--- src/rtl/sim_ctrl_pkg.sv ---
// Shared types for the simulation exit controller: verdict encoding, FSM states
// and the exit value reported when a failing hart supplied none.
package sim_ctrl_pkg;

  typedef enum logic [1:0] {
    SIM_NONE    = 2'd0,
    SIM_PASS    = 2'd1,
    SIM_FAIL    = 2'd2,
    SIM_TIMEOUT = 2'd3
  } sim_status_e;

  typedef enum logic [1:0] {
    S_WAIT = 2'd0,
    S_RUN  = 2'd1,
    S_DONE = 2'd2
  } sim_fsm_e;

  // Sliced down to the exit value width at the point of use (width <= 64).
  localparam logic [63:0] SIM_EXIT_FAIL_NOVAL = '1;

endpackage

--- src/rtl/sim_hart_outcome.sv ---
// Combinational per-hart event decode into success / failure.
// A non-zero exit value is a failure; failure masks a coincident success.
module sim_hart_outcome #(
  parameter int unsigned EXIT_VALUE_WIDTH = 32
) (
  input  logic                        passed_i,
  input  logic                        failed_i,
  input  logic                        exit_valid_i,
  input  logic [EXIT_VALUE_WIDTH-1:0] exit_value_i,
  output logic                        success_o,
  output logic                        failure_o
);

  logic exit_nz;

  assign exit_nz   = |exit_value_i;
  assign failure_o = failed_i | (exit_valid_i & exit_nz);
  assign success_o = (passed_i | (exit_valid_i & ~exit_nz)) & ~failure_o;

endmodule

--- src/rtl/sim_exit_ctrl.sv ---
// Sequences core reset / fetch enable, then latches a sticky pass/fail/timeout verdict.
// Watchdog present only when SIM_EXIT_CTRL_WATCHDOG_EN is defined.
module sim_exit_ctrl
  import sim_ctrl_pkg::*;
#(
  parameter int unsigned NUM_HARTS         = 1,
  parameter int unsigned RESET_WAIT_CYCLES = 4,
  parameter int unsigned CYCLE_CNT_WIDTH   = 32,
  parameter int unsigned EXIT_VALUE_WIDTH  = 32,
  localparam int unsigned HART_IDX_W       = (NUM_HARTS > 1) ? $clog2(NUM_HARTS) : 1
) (
  input  logic                                  clk,
  input  logic                                  rst_n,
  input  logic [CYCLE_CNT_WIDTH-1:0]            max_cycles_i,
  input  logic [NUM_HARTS-1:0]                  hart_passed_i,
  input  logic [NUM_HARTS-1:0]                  hart_failed_i,
  input  logic [NUM_HARTS-1:0]                  hart_exit_valid_i,
  input  logic [NUM_HARTS*EXIT_VALUE_WIDTH-1:0] hart_exit_value_i,
  output logic                                  core_rst_no,
  output logic                                  fetch_enable_o,
  output logic                                  done_o,
  output logic [1:0]                            status_o,
  output logic [HART_IDX_W-1:0]                 fail_hart_o,
  output logic [EXIT_VALUE_WIDTH-1:0]           exit_value_o,
  output logic [CYCLE_CNT_WIDTH-1:0]            cycle_count_o
);

  localparam int unsigned WAIT_CNT_W = $clog2(RESET_WAIT_CYCLES + 1);
  localparam logic [EXIT_VALUE_WIDTH-1:0] NOVAL = SIM_EXIT_FAIL_NOVAL[EXIT_VALUE_WIDTH-1:0];

  sim_fsm_e                    state_q;
  sim_status_e                 status_q;
  logic [WAIT_CNT_W-1:0]       wait_cnt_q;
  logic [NUM_HARTS-1:0]        fin_q, fin_d;
  logic [CYCLE_CNT_WIDTH-1:0]  cycle_q;
  logic                        core_rst_n_q, fetch_en_q, done_q;
  logic [HART_IDX_W-1:0]       fail_hart_q, fail_idx;
  logic [EXIT_VALUE_WIDTH-1:0] exit_val_q, fail_val;
  logic [NUM_HARTS-1:0]        success, failure;
  logic                        fail_any, all_fin, wd_hit;

  for (genvar h = 0; h < NUM_HARTS; h++) begin : g_hart
    sim_hart_outcome #(.EXIT_VALUE_WIDTH(EXIT_VALUE_WIDTH)) u_outcome (
      .passed_i     (hart_passed_i[h]),
      .failed_i     (hart_failed_i[h]),
      .exit_valid_i (hart_exit_valid_i[h]),
      .exit_value_i (hart_exit_value_i[h*EXIT_VALUE_WIDTH +: EXIT_VALUE_WIDTH]),
      .success_o    (success[h]),
      .failure_o    (failure[h])
    );
  end

  // Descending scan so the lowest failing index is the one that sticks.
  always_comb begin
    fail_any = |failure;
    fail_idx = '0;
    fail_val = NOVAL;
    for (int h = NUM_HARTS - 1; h >= 0; h--) begin
      if (failure[h]) begin
        fail_idx = HART_IDX_W'(h);
        fail_val = hart_exit_valid_i[h] ? hart_exit_value_i[h*EXIT_VALUE_WIDTH +: EXIT_VALUE_WIDTH]
                                        : NOVAL;
      end
    end
    fin_d   = fin_q | success;
    all_fin = &fin_d;
  end

`ifdef SIM_EXIT_CTRL_WATCHDOG_EN
  assign wd_hit = (max_cycles_i != '0) && (cycle_q == max_cycles_i);
`else
  logic unused_max_cycles;
  assign unused_max_cycles = ^max_cycles_i;
  assign wd_hit            = 1'b0;
`endif

  always_ff @(posedge clk or negedge rst_n) begin
    if (!rst_n) begin
      state_q      <= S_WAIT;
      status_q     <= SIM_NONE;
      wait_cnt_q   <= '0;
      fin_q        <= '0;
      cycle_q      <= '0;
      core_rst_n_q <= 1'b0;
      fetch_en_q   <= 1'b0;
      done_q       <= 1'b0;
      fail_hart_q  <= '0;
      exit_val_q   <= '0;
    end else begin
      case (state_q)
        S_WAIT: begin
          wait_cnt_q <= wait_cnt_q + 1'b1;
          if (wait_cnt_q == WAIT_CNT_W'(RESET_WAIT_CYCLES - 1)) begin
            state_q      <= S_RUN;
            core_rst_n_q <= 1'b1;
            fetch_en_q   <= 1'b1;
          end
        end
        S_RUN: begin
          fin_q <= fin_d;
          // Count is frozen on the edge that enters DONE.
          if (fail_any) begin
            state_q     <= S_DONE;
            done_q      <= 1'b1;
            fetch_en_q  <= 1'b0;
            status_q    <= SIM_FAIL;
            fail_hart_q <= fail_idx;
            exit_val_q  <= fail_val;
          end else if (all_fin) begin
            state_q    <= S_DONE;
            done_q     <= 1'b1;
            fetch_en_q <= 1'b0;
            status_q   <= SIM_PASS;
          end else if (wd_hit) begin
            state_q    <= S_DONE;
            done_q     <= 1'b1;
            fetch_en_q <= 1'b0;
            status_q   <= SIM_TIMEOUT;
          end else if (cycle_q != '1) begin
            cycle_q <= cycle_q + 1'b1;
          end
        end
        default: ;
      endcase
    end
  end

  assign core_rst_no    = core_rst_n_q;
  assign fetch_enable_o = fetch_en_q;
  assign done_o         = done_q;
  assign status_o       = status_q;
  assign fail_hart_o    = fail_hart_q;
  assign exit_value_o   = exit_val_q;
  assign cycle_count_o  = cycle_q;

endmodule

--- config.mk ---
export PLATFORM = sky130hd
export DESIGN_NAME = sim_exit_ctrl
export DESIGN_NICKNAME = d
export VERILOG_FILES = /design/src/rtl/sim_ctrl_pkg.sv /design/src/rtl/sim_hart_outcome.sv /design/src/rtl/sim_exit_ctrl.sv
export SDC_FILE = /design/constraint.sdc
export NUM_CORES = 1
export LEC_CHECK = 0
export ABC_AREA = 1
export CAP_MARGIN = 40
export CORE_ASPECT_RATIO = 0.6
export CORE_MARGIN = 2
export CORE_UTILIZATION = 50
export DETAILED_ROUTE_END_ITERATION = 8
export PLACE_DENSITY = 0.86
export SYNTH_ARGS = -nofsm -noshare
export SYNTH_HDL_FRONTEND = slang
export SYNTH_SLANG_ARGS = --single-unit
--- constraint.sdc ---
create_clock -name clk -period 5.6 [get_ports clk]
set_clock_uncertainty 0.1 [all_clocks]
set_input_delay 1.12 -clock clk [delete_from_list [all_inputs] [get_ports clk]]
set_output_delay 1.12 -clock clk [all_outputs]
set_load 0.005 [all_outputs]
==> results of run 1 <==
==> routing by layer <==
layer,GRT usage (%),vias to the layer above
met5,0,-
met4,10.2,0
met3,8.71,34
met2,42.8,154
met1,39.6,1913
li1,-,1993
==> worst max path at each step <==
| stage | endpoint | slack, ns | cells past startpoint |
|---|---|---|---|
| floorplan | status_o[1]$_DFFE_PN0P_ | 3.32 | 9 |
| global route | cycle_count_o[13]$_DFFE_PN0P_ | 2.03 | 9 |
| detailed placement | cycle_count_o[4]$_DFFE_PN0P_ | 1.95 | 9 |
| global placement | cycle_count_o[31]$_DFFE_PN0P_ | 2.04 | 9 |
| finish | cycle_count_o[4]$_DFFE_PN0P_ | 2.28 | 9 |
| CTS | cycle_count_o[4]$_DFFE_PN0P_ | 2.28 | 9 |
==> cell usage in the layout, fill, tap and decap left out, types with 6 or more instances in the layout <==
| cell | netlist | routed |
|---|---|---|
| nand2_1 | 253 | 253 |
| clkdlybuf4s50_1 | 0 | 104 |
| dfrtp_1 | 74 | 74 |
| nor2_1 | 54 | 54 |
| nand3_1 | 43 | 43 |
| or2_2 | 32 | 32 |
| inv_1 | 30 | 30 |
| xor2_1 | 10 | 10 |
| nand3b_1 | 10 | 10 |
| o21ai_0 | 9 | 9 |
| clkbuf_16 | 0 | 9 |
| nor3_1 | 8 | 8 |
| xnor2_1 | 6 | 6 |
==> kinds of logic (layout without fill, tap and decap cells) <==
| group | Yosys count | after routing |
|---|---|---|
| other | 1 | 1 |
| DFF | 74 | 74 |
| buffers and inverters | 54 | 160 |
| xor gates and xnor gates | 16 | 16 |
| muxes | 1 | 1 |
| AOI/OAI and AO/OA | 11 | 11 |
| adders and majority gates | 3 | 3 |
| and+or+nand+nor | 416 | 416 |
==> power breakdown <==
| part | total (mW) | leakage, nW | switching [mW] | internal [mW] |
|---|---|---|---|---|
| clock network | 0.609 | 0.151 | 0.212 | 0.396 |
| registers | 0.564 | 0.929 | 0.0105 | 0.553 |
| logic | 0.120 | 1.50 | 0.0494 | 0.0709 |
==> worst max-delay path: cells and delay by family <==
kind / cells / cell delay (ns)
and+or+nand+nor: 4 / 0.52
buffers and inverters: 5 / 1.84
==> area by class of cell <==
| cell class | count | area [µm²] | share of cell area, % |
|---|---|---|---|
| Multi-Input combinational cell | 448 | 2060 | 36.8 |
| Sequential cell | 74 | 1850 | 33.1 |
| Timing Repair Buffer | 111 | 1110 | 19.8 |
| Clock buffer | 11 | 243 | 4.34 |
| Tap cell | 108 | 135 | 2.41 |
| Inverter | 35 | 131 | 2.35 |
| Clock inverter | 3 | 65.1 | 1.16 |
==> flip-flops by register name, summed over array words and instances, names as in the netlist <==
| name | flops |
|---|---|
| cycle_count_o | 32 |
| core_rst_no | 1 |
| status_o | 2 |
| fin_q | 1 |
| wait_cnt_q | 3 |
| done_o | 1 |
| exit_value_o | 32 |
| state_q | 2 |
==> qor.txt, run 1 <==
Met1 wire length: 5620 µm
Synth cell count leaders: 253 x nand2_1, 74 x dfrtp_1, 54 x nor2_1
Crit-path slowest cell: inv_1
Simple-gate share of the synthesized area: 43.6%
Clk buf depth: 2
Met3 routed WL: 1050 µm
Endpoints failing setup: 0
Required time of the critical path: 5.77 ns
Crit-path max FO: 38
Initial core utilization: 52.1%
Initial antenna violation count: 0
Setup TNS: 0 ns
Worst Hold Endpoint: fin_q$_DFFE_PN0P_
Synth cell types: 28
Synth warn: 0
DP Area: 5290 µm²
Fraction of the mapped netlist area in adder cells: 0.903%
Main combinational cell family by area after synthesis: simple AND/OR/NAND/NOR gates
Clock Sinks: 74
Crit end category: flop
Synth Area in Compound Gates: 1.32%
Layout Utilization: 70.2%
Slew Viols, Final: 0
Hold Fails Final Rpt: 0
Met2 wire len: 5080 µm
Synth top area cells: dfrtp_1 45%, nand2_1 23%, nand3_1 5.2%
Drt pass-1 iters: 5
Hold Path Stages: 2
Asr flop ratio synth: 100%
CP peak stage delay: 0.54 ns
Post-route ant nets: 0
Final WS setup: 2.28 ns
Hold_buf cts: 0
Final hold slack: 0.363 ns
Total die area: 9080 µm²
Final Cell Area: 5600 µm²
Vias in the first global route: 3934
TritonCTS Buffers: 9
Post-DP HPWL: 8760 µm
First-pass GRT wire length: 19600 µm
Ports: 139
# fillers: 679
CP Cell Sequence: clkdlybuf4s50_1 -> inv_1 -> nand4_1 -> inv_1 -> nand3_2 -> buf_4 -> inv_2 -> nand2_1 -> nand2_1
Synth-to-Final Area Change: 34.7%
Postcts setup bufs: 0
Fin nets: 751
Most used DFF post-synth: dfrtp_1
Placer congestion estimate: 1.04
Mux cell area share after synthesis: 0.271%
Crit Reg-Reg Startpoint: cycle_count_o[0]$_DFFE_PN0P_
Antenna Cells: 0
Avg WL per Cell: 15.3 µm
Actual slew at the worst max-slew pin: 0.683 ns
Critical Path AT: 3.49 ns
Final wirelength: 12100 µm
Biggest area consumer among synthesized cells: dfrtp_1
Fmax: 0.301 GHz
Skew-Pair Late Insertion Delay: 0.33 ns
Syn Inst Count: 576
CTS H-Tree Depth: 3
Synth top area share: 44.6%
Pre-CTS WS: 1.95 ns
Synthesized cell area: 4160 µm²
Syn Nets: 648
First DRT Iteration DRCs: 323
Worst IR Drop VDD: 0.165 mV
Leak Pwr: 2.58 nW
Die width: 122 µm
Slew HR: 54.4%
IO Port Bufs: 105
Cell Pwr Density: 231 nW/µm²
Crit Path Class: in2reg
Core ar.: 7980 µm²
Mapped Avg Cell Area: 7.21 µm²
CTS tree: yes
Via/cell ratio: 5.18
Min cycle time layout: 3.32 ns
Post-CTS sizing: 0
DR top layer: met4
Worst min path class: reg2reg
Root buffer cell: clkbuf_16
Xor-xnor portion of the synthesized cell area: 3.37%
RSZ-0062 raised after global routing: false
Status: completed
# placed instances: 776
Hold_sp: fin_q$_DFFE_PN0P_
Pin count of the biggest net entering global routing: 56
Worst reg2reg setup slack: 3.04 ns
Most common cell in the netlist: nand2_1
Setup crit start: hart_exit_valid_i
Share of layout cells above drive strength 1: 10.3%
Final worst path period share: 59.3%
Number of flops mapped to enable cells by yosys: 0
Total Routing Usage GR: 28.5%
Fin cells: 790
Synth Register Bits: 74
Routed vias: 4094
Max Cap Viol: 0
Post-synthesis sequential area ratio: 44.6%
GR Overflow Total: 0
Die Height: 74.6 µm
Clk pin slew, worst setup/hold paths: 0.06 ns
Crit path launch type: primary input
Row count: 25
Overall Power: 1.29 mW
DR DRC count: 0
FF-to-FF path depth: 11
Reg2reg end: cycle_count_o[4]$_DFFE_PN0P_
(Power assumes the default switching activity.)
==> run 2: changes to the inputs <==
- CORE_UTILIZATION: 50 -> 46
- PLACE_DENSITY: 0.86 -> 0.8
- clock period: 5.6 -> 3.1 ns (I/O delays scaled with it)
==> run 2 against run 1 <==
Highest routed layer unchanged. First-iteration DRC count rose by 5.9%. Final cell count rose by 0.89%. Largest power group unchanged. Sequential power up 81%. Combinational power up 82%. Non-clock buffer count rose by 1.
==> qor.txt, run 2 (same netlist as run 1, synthesis figures left out) <==
# fillers: 755
Die width: 127 µm
Via/cell ratio: 5.10
Most common cell after layout, fill and taps aside: nand2_1
Final hold slack: 0.209 ns
Sw Share: 21.2%
Ports: 139
Crit path launch type: flop
Internal: 1.91 mW
CP dominant cell by count: nand2_1
Status: completed
Synth-to-Final Area Change: 35.7%
Crit-path slowest cell: dfrtp_1
Drt pass-1 iters: 5
Core ar.: 8650 µm²
Crit Reg-Reg Startpoint: cycle_count_o[0]$_DFFE_PN0P_
Crit end category: flop
GR Overflow Total: 0
Endpoints failing setup: 0
Clock Sinks: 74
Final worst path period share: 75.0%
CP peak stage delay: 0.46 ns
Die Height: 77.6 µm
Post-DP HPWL: 8700 µm
Reg2reg end: cycle_count_o[20]$_DFFE_PN0P_
Hold Fails Final Rpt: 0
Share of layout cells above drive strength 1: 10.8%
Crit Path Class: reg2reg
Max Cap Viol: 0
Total die area: 9830 µm²
Pre-CTS WS: 0.564 ns
First-pass GRT wire length: 19700 µm
Commonest non-fill, non-tap cells in the layout: 253 x nand2_1, 104 x clkdlybuf4s50_1, 74 x dfrtp_1, 54 x nor2_1, 43 x nand3_1
CP Cell Sequence: ha_1 -> inv_2 -> nor2_4 -> nand2_4 -> nor2_4 -> nand2_1 -> nand3_2 -> inv_2 -> nand2_1 -> nand2_1
Min cycle time layout: 2.33 ns
Leak Pwr: 2.60 nW
Cell Pwr Density: 431 nW/µm²
Hold_buf cts: 0
Placer congestion estimate: 1.01
Routed vias: 4061
TritonCTS Buffers: 9
RSZ-0062 raised after global routing: false
Crit-path max FO: 27
CTS tree: yes
Sw power: 0.516 mW
CTS H-Tree Depth: 3
Worst reg2reg setup slack: 0.77 ns
Comb pwr share: 9.0%
Pin count of the biggest net entering global routing: 75
Worst IR Drop VDD: 0.457 mV
DR DRC count: 0
Area of the multi-input gates: 2060 µm²
Avg WL per Cell: 14.9 µm
Required time of the critical path: 3.21 ns
Vias in the first global route: 3912
Skew-Pair Late Insertion Delay: 0.33 ns
Clk buf depth: 2
Slew Viols, Final: 0
Initial core utilization: 48.0%
Row count: 26
Critical Path AT: 2.44 ns
Overall Power: 2.43 mW
Postcts setup bufs: 0
IO Port Bufs: 105
Clk pin slew, worst setup/hold paths: 0.06 ns
Clock share of power: 49.1%
Worst min path class: in2async
Register area: 1850 µm²
DP Area: 5300 µm²
Sequential Power Share: 41.9%
Fmax: 0.430 GHz
Post-CTS sizing: 0
Antenna Cells: 0
Total Routing Usage GR: 25.7%
Initial antenna violation count: 0
Root buffer cell: clkbuf_16
FF-to-FF path depth: 10
First DRT Iteration DRCs: 342
Final wirelength: 11900 µm
Final Cell Area: 5640 µm²
Post-route ant nets: 0
Setup TNS: 0 ns
Fin nets: 752
Final WS setup: 0.774 ns
## run 2: cell types whose count changed in the layout (fill, tap and decap cells not counted), sizes merged
cell	delta
buf	+1
bufinv	+1
clkbuf	-2
clkinv	+3
## run 2: routing by layer
layer	up-vias	routed length, µm	global-route usage [%]
met2	151	4880	37.5
met5	-	0	0
met1	1909	5920	39.1
li1	1988	-	-
met4	0	117	6.26
met3	13	984	5.03
## run 2: worst max-delay path by stage
stage                                       from                             to  cells past startpoint  slack, ns
finish              cycle_count_o[0]$_DFFE_PN0P_  cycle_count_o[20]$_DFFE_PN0P_                     10       0.77
CTS                 cycle_count_o[0]$_DFFE_PN0P_  cycle_count_o[16]$_DFFE_PN0P_                      9       0.75
floorplan                   hart_exit_value_i[7]        status_o[1]$_DFFE_PN0P_                      9       1.32
detailed placement             hart_exit_valid_i  cycle_count_o[20]$_DFFE_PN0P_                      8       0.56
global route        cycle_count_o[0]$_DFFE_PN0P_  cycle_count_o[20]$_DFFE_PN0P_                     10       0.52
global placement               hart_exit_valid_i  cycle_count_o[22]$_DFFE_PN0P_                      8       0.60
## run 2: power by group through the flow
stage | clock network [mW] | registers (mW) | logic [mW]
after floorplan | 0 | 1.04 | 0.0588
after global placement | 0 | 1.03 | 0.214
after detailed placement | 0 | 1.04 | 0.219
after CTS | 1.21 | 1.02 | 0.220
after global routing | 1.26 | 1.02 | 0.239
final | 1.19 | 1.02 | 0.218
## run 2: critical path: cells and delay by family (launching register included)
family | cells | cell delay [ns]
buffers and inverters | 2 | 0.37
adder cells (fa/ha/maj) | 1 | 0.31
flip-flops | 1 | 0.46
AND/OR/NAND/NOR | 7 | 0.97
## run 2: stage by stage
stage / utilization (%) / cells
floorplan: - / 576
global placement: 61.2 / 781
detailed placement: 61.2 / 781
CTS: 65.2 / 797
global route: 65.2 / 797
finish: 65.2 / 797
## run 2: cell type report
class,instances,area share (%)
multi-input cells,448,36.6
flip-flops and latches,74,32.8
repair buffers,112,19.7
clock buffers,9,3.99
well taps,112,2.49
inverters,35,2.33
clock inverters,7,2.09
==> run 3: changes to the inputs <==
- CORE_UTILIZATION: 46 -> 42
- PLACE_DENSITY: 0.8 -> 0.77
- clock period: 3.1 -> 2.1 ns (I/O delays scaled with it)
==> run 3 against run 2 <==
Global-route usage is 2.5 points lower. Power is 33% higher. Setup slack worse by 0.61 ns. Die area is 9.1% higher. Utilization fell by 6.1 points. Critical path type is now reg2out. Sequential power rose by 48%. Critical path depth down 9. Final area grew 2.0%. Non-clock buffer count increased by 13. Clock-buffer cell count rose by 1. First-iteration DRC count decreased by 21%. Clock power grew 18%. Largest power group is now registers.
==> qor.txt, run 3 (same netlist as run 1, synthesis figures left out) <==
Fmax: 0.517 GHz
Die width: 132 µm
Register area: 1850 µm²
Post-DP HPWL: 9210 µm
CTS tree: yes
Clk buf depth: 2
Crit path max-delay family: buffers and inverters
IO Port Bufs: 105
CTS H-Tree Depth: 3
Initial antenna violation count: 0
Commonest non-fill, non-tap cells in the layout: 253 x nand2_1, 104 x clkdlybuf4s50_1, 74 x dfrtp_1, 54 x nor2_1, 43 x nand3_1
Crit path buf inv count: 1
Crit Path Class: reg2out
Worst IR Drop VDD: 0.453 mV
Synth-to-Final Area Change: 38.4%
DR DRC count: 0
Crit end category: primary output
Clk pin slew, worst setup/hold paths: 0.06 ns
Worst reg2reg setup slack: 0.24 ns
Total Routing Usage GR: 23.2%
Die Height: 81.0 µm
Worst Hold Endpoint: fin_q$_DFFE_PN0P_
Worst min path class: reg2reg
Avg WL per Cell: 14.4 µm
First-pass GRT wire length: 19700 µm
Endpoints failing setup: 0
CP peak stage delay: 0.57 ns
Routed vias: 4029
Most common cell after layout, fill and taps aside: nand2_1
Layout Utilization: 59.0%
Post-route ant nets: 0
Hold Path Stages: 2
Area of the multi-input gates: 2070 µm²
Drt pass-1 iters: 4
Row count: 28
Crit-path max FO: 7
Total die area: 10700 µm²
Placer congestion estimate: 0.949
Postcts setup bufs: 0
TritonCTS Buffers: 9
RSZ-0062 raised after global routing: false
Crit Reg-Reg Startpoint: cycle_count_o[0]$_DFFE_PN0P_
Crit-path slowest cell: clkdlybuf4s50_1
Ports: 139
Overall Power: 3.24 mW
Via/cell ratio: 4.84
Final wirelength: 12000 µm
Crit path launch type: flop
Skew-Pair Late Insertion Delay: 0.33 ns
Core ar.: 9740 µm²
Vias in the first global route: 3944
Antenna Cells: 0
First DRT Iteration DRCs: 270
Hold Fails Final Rpt: 0
Initial core utilization: 42.7%
Slew HR: 65.5%
Status: completed
Pin count of the biggest net entering global routing: 34
Share of layout cells above drive strength 1: 12.3%
Actual slew at the worst max-slew pin: 0.518 ns
Leak Pwr: 2.65 nW
Max Cap Viol: 0
Clock Sinks: 74
GR Overflow Total: 0
Setup TNS: 0 ns
Reg2reg end: cycle_count_o[7]$_DFFE_PN0P_
Root buffer cell: clkbuf_16
Fin nets: 765
FF-to-FF path depth: 11
Required time of the critical path: 1.58 ns
# fillers: 942
Min cycle time layout: 1.93 ns
Final worst path period share: 92.0%
Hold_sp: fin_q$_DFFE_PN0P_
CP Cell Sequence: clkdlybuf4s50_1
Slew Viols, Final: 0
Cell Pwr Density: 563 nW/µm²
Critical Path AT: 1.41 ns
-- run 3: per-stage QoR --
| stage | setup slack, ns | area [µm²] | hold slack [ns] | instances |
|---|---|---|---|---|
| final | 0.168 | 5750 | 0.359 | 833 |
| after global routing | 0.0356 | 5750 | 0.386 | 833 |
| after CTS | 0.164 | 5750 | 0.363 | 833 |
| after detailed placement | -0.119 | 5460 | 0.324 | 816 |
| after global placement | -0.0679 | 5460 | 0.320 | 816 |
| after floorplan | 0.321 | 4160 | 0.0244 | 576 |
-- run 3: final cells by class --
cell class,count,share of cell area [%]
multi-input cells,448,35.9
flip-flops and latches,74,32.2
repair buffers,125,21.9
clock buffers,10,3.98
well taps,135,2.94
inverters,35,2.28
clock inverters,6,0.740
-- run 3: layer usage --
metal	wire (µm)	part of all wire [%]	vias up	global-route usage, %
met3	704	5.9	10	4.49
li1	-	-	2020	-
met1	6160	51	1903	34.9
met4	90	0.75	0	4.41
met5	0	0	-	0
met2	5040	42	96	35.0
-- run 3: where the power goes --
group / total (mW) / switching [mW] / internal [mW]
combinational: 0.327 / 0.131 / 0.196
sequential: 1.51 / 0.0298 / 1.48
clock: 1.40 / 0.603 / 0.801
total: 3.24 / 0.765 / 2.47
-- run 3: how the worst max path moves through the flow --
stage                                  startpoint                       endpoint  slack [ns]  cells past startpoint
finish              cycle_count_o[23]$_DFFE_PN0P_              cycle_count_o[23]        0.17                      1
global route                 hart_exit_value_i[9]    exit_value_o[0]$_DFFE_PN0P_        0.04                     11
CTS                 cycle_count_o[23]$_DFFE_PN0P_              cycle_count_o[23]        0.16                      1
detailed placement          hart_exit_value_i[11]   exit_value_o[12]$_DFFE_PN0P_       -0.12                     11
global placement             hart_exit_value_i[5]   exit_value_o[15]$_DFFE_PN0P_       -0.07                     11
floorplan            cycle_count_o[0]$_DFFE_PN0P_  cycle_count_o[10]$_DFFE_PN0P_        0.32                     11
-- run 3: timing repair --
action                                  in CTS  in global routing
endpoints found under the setup margin       0                  1
hold buffers                                 1                  0
hold endpoints to repair                    16                  0
gates resized for setup                      0                  1
-- run 3: worst register-to-register path, stage by stage, from the launching register on --
cell	delay [ns]
dfrtp_1	0.35
ha_1	0.26
inv_2	0.08
nor2_4	0.21
nand2_4	0.09
nor2_4	0.13
nand2_1	0.08
nand3_2	0.11
inv_2	0.06
buf_12	0.16
nand2_1	0.08
nand2_1	0.06
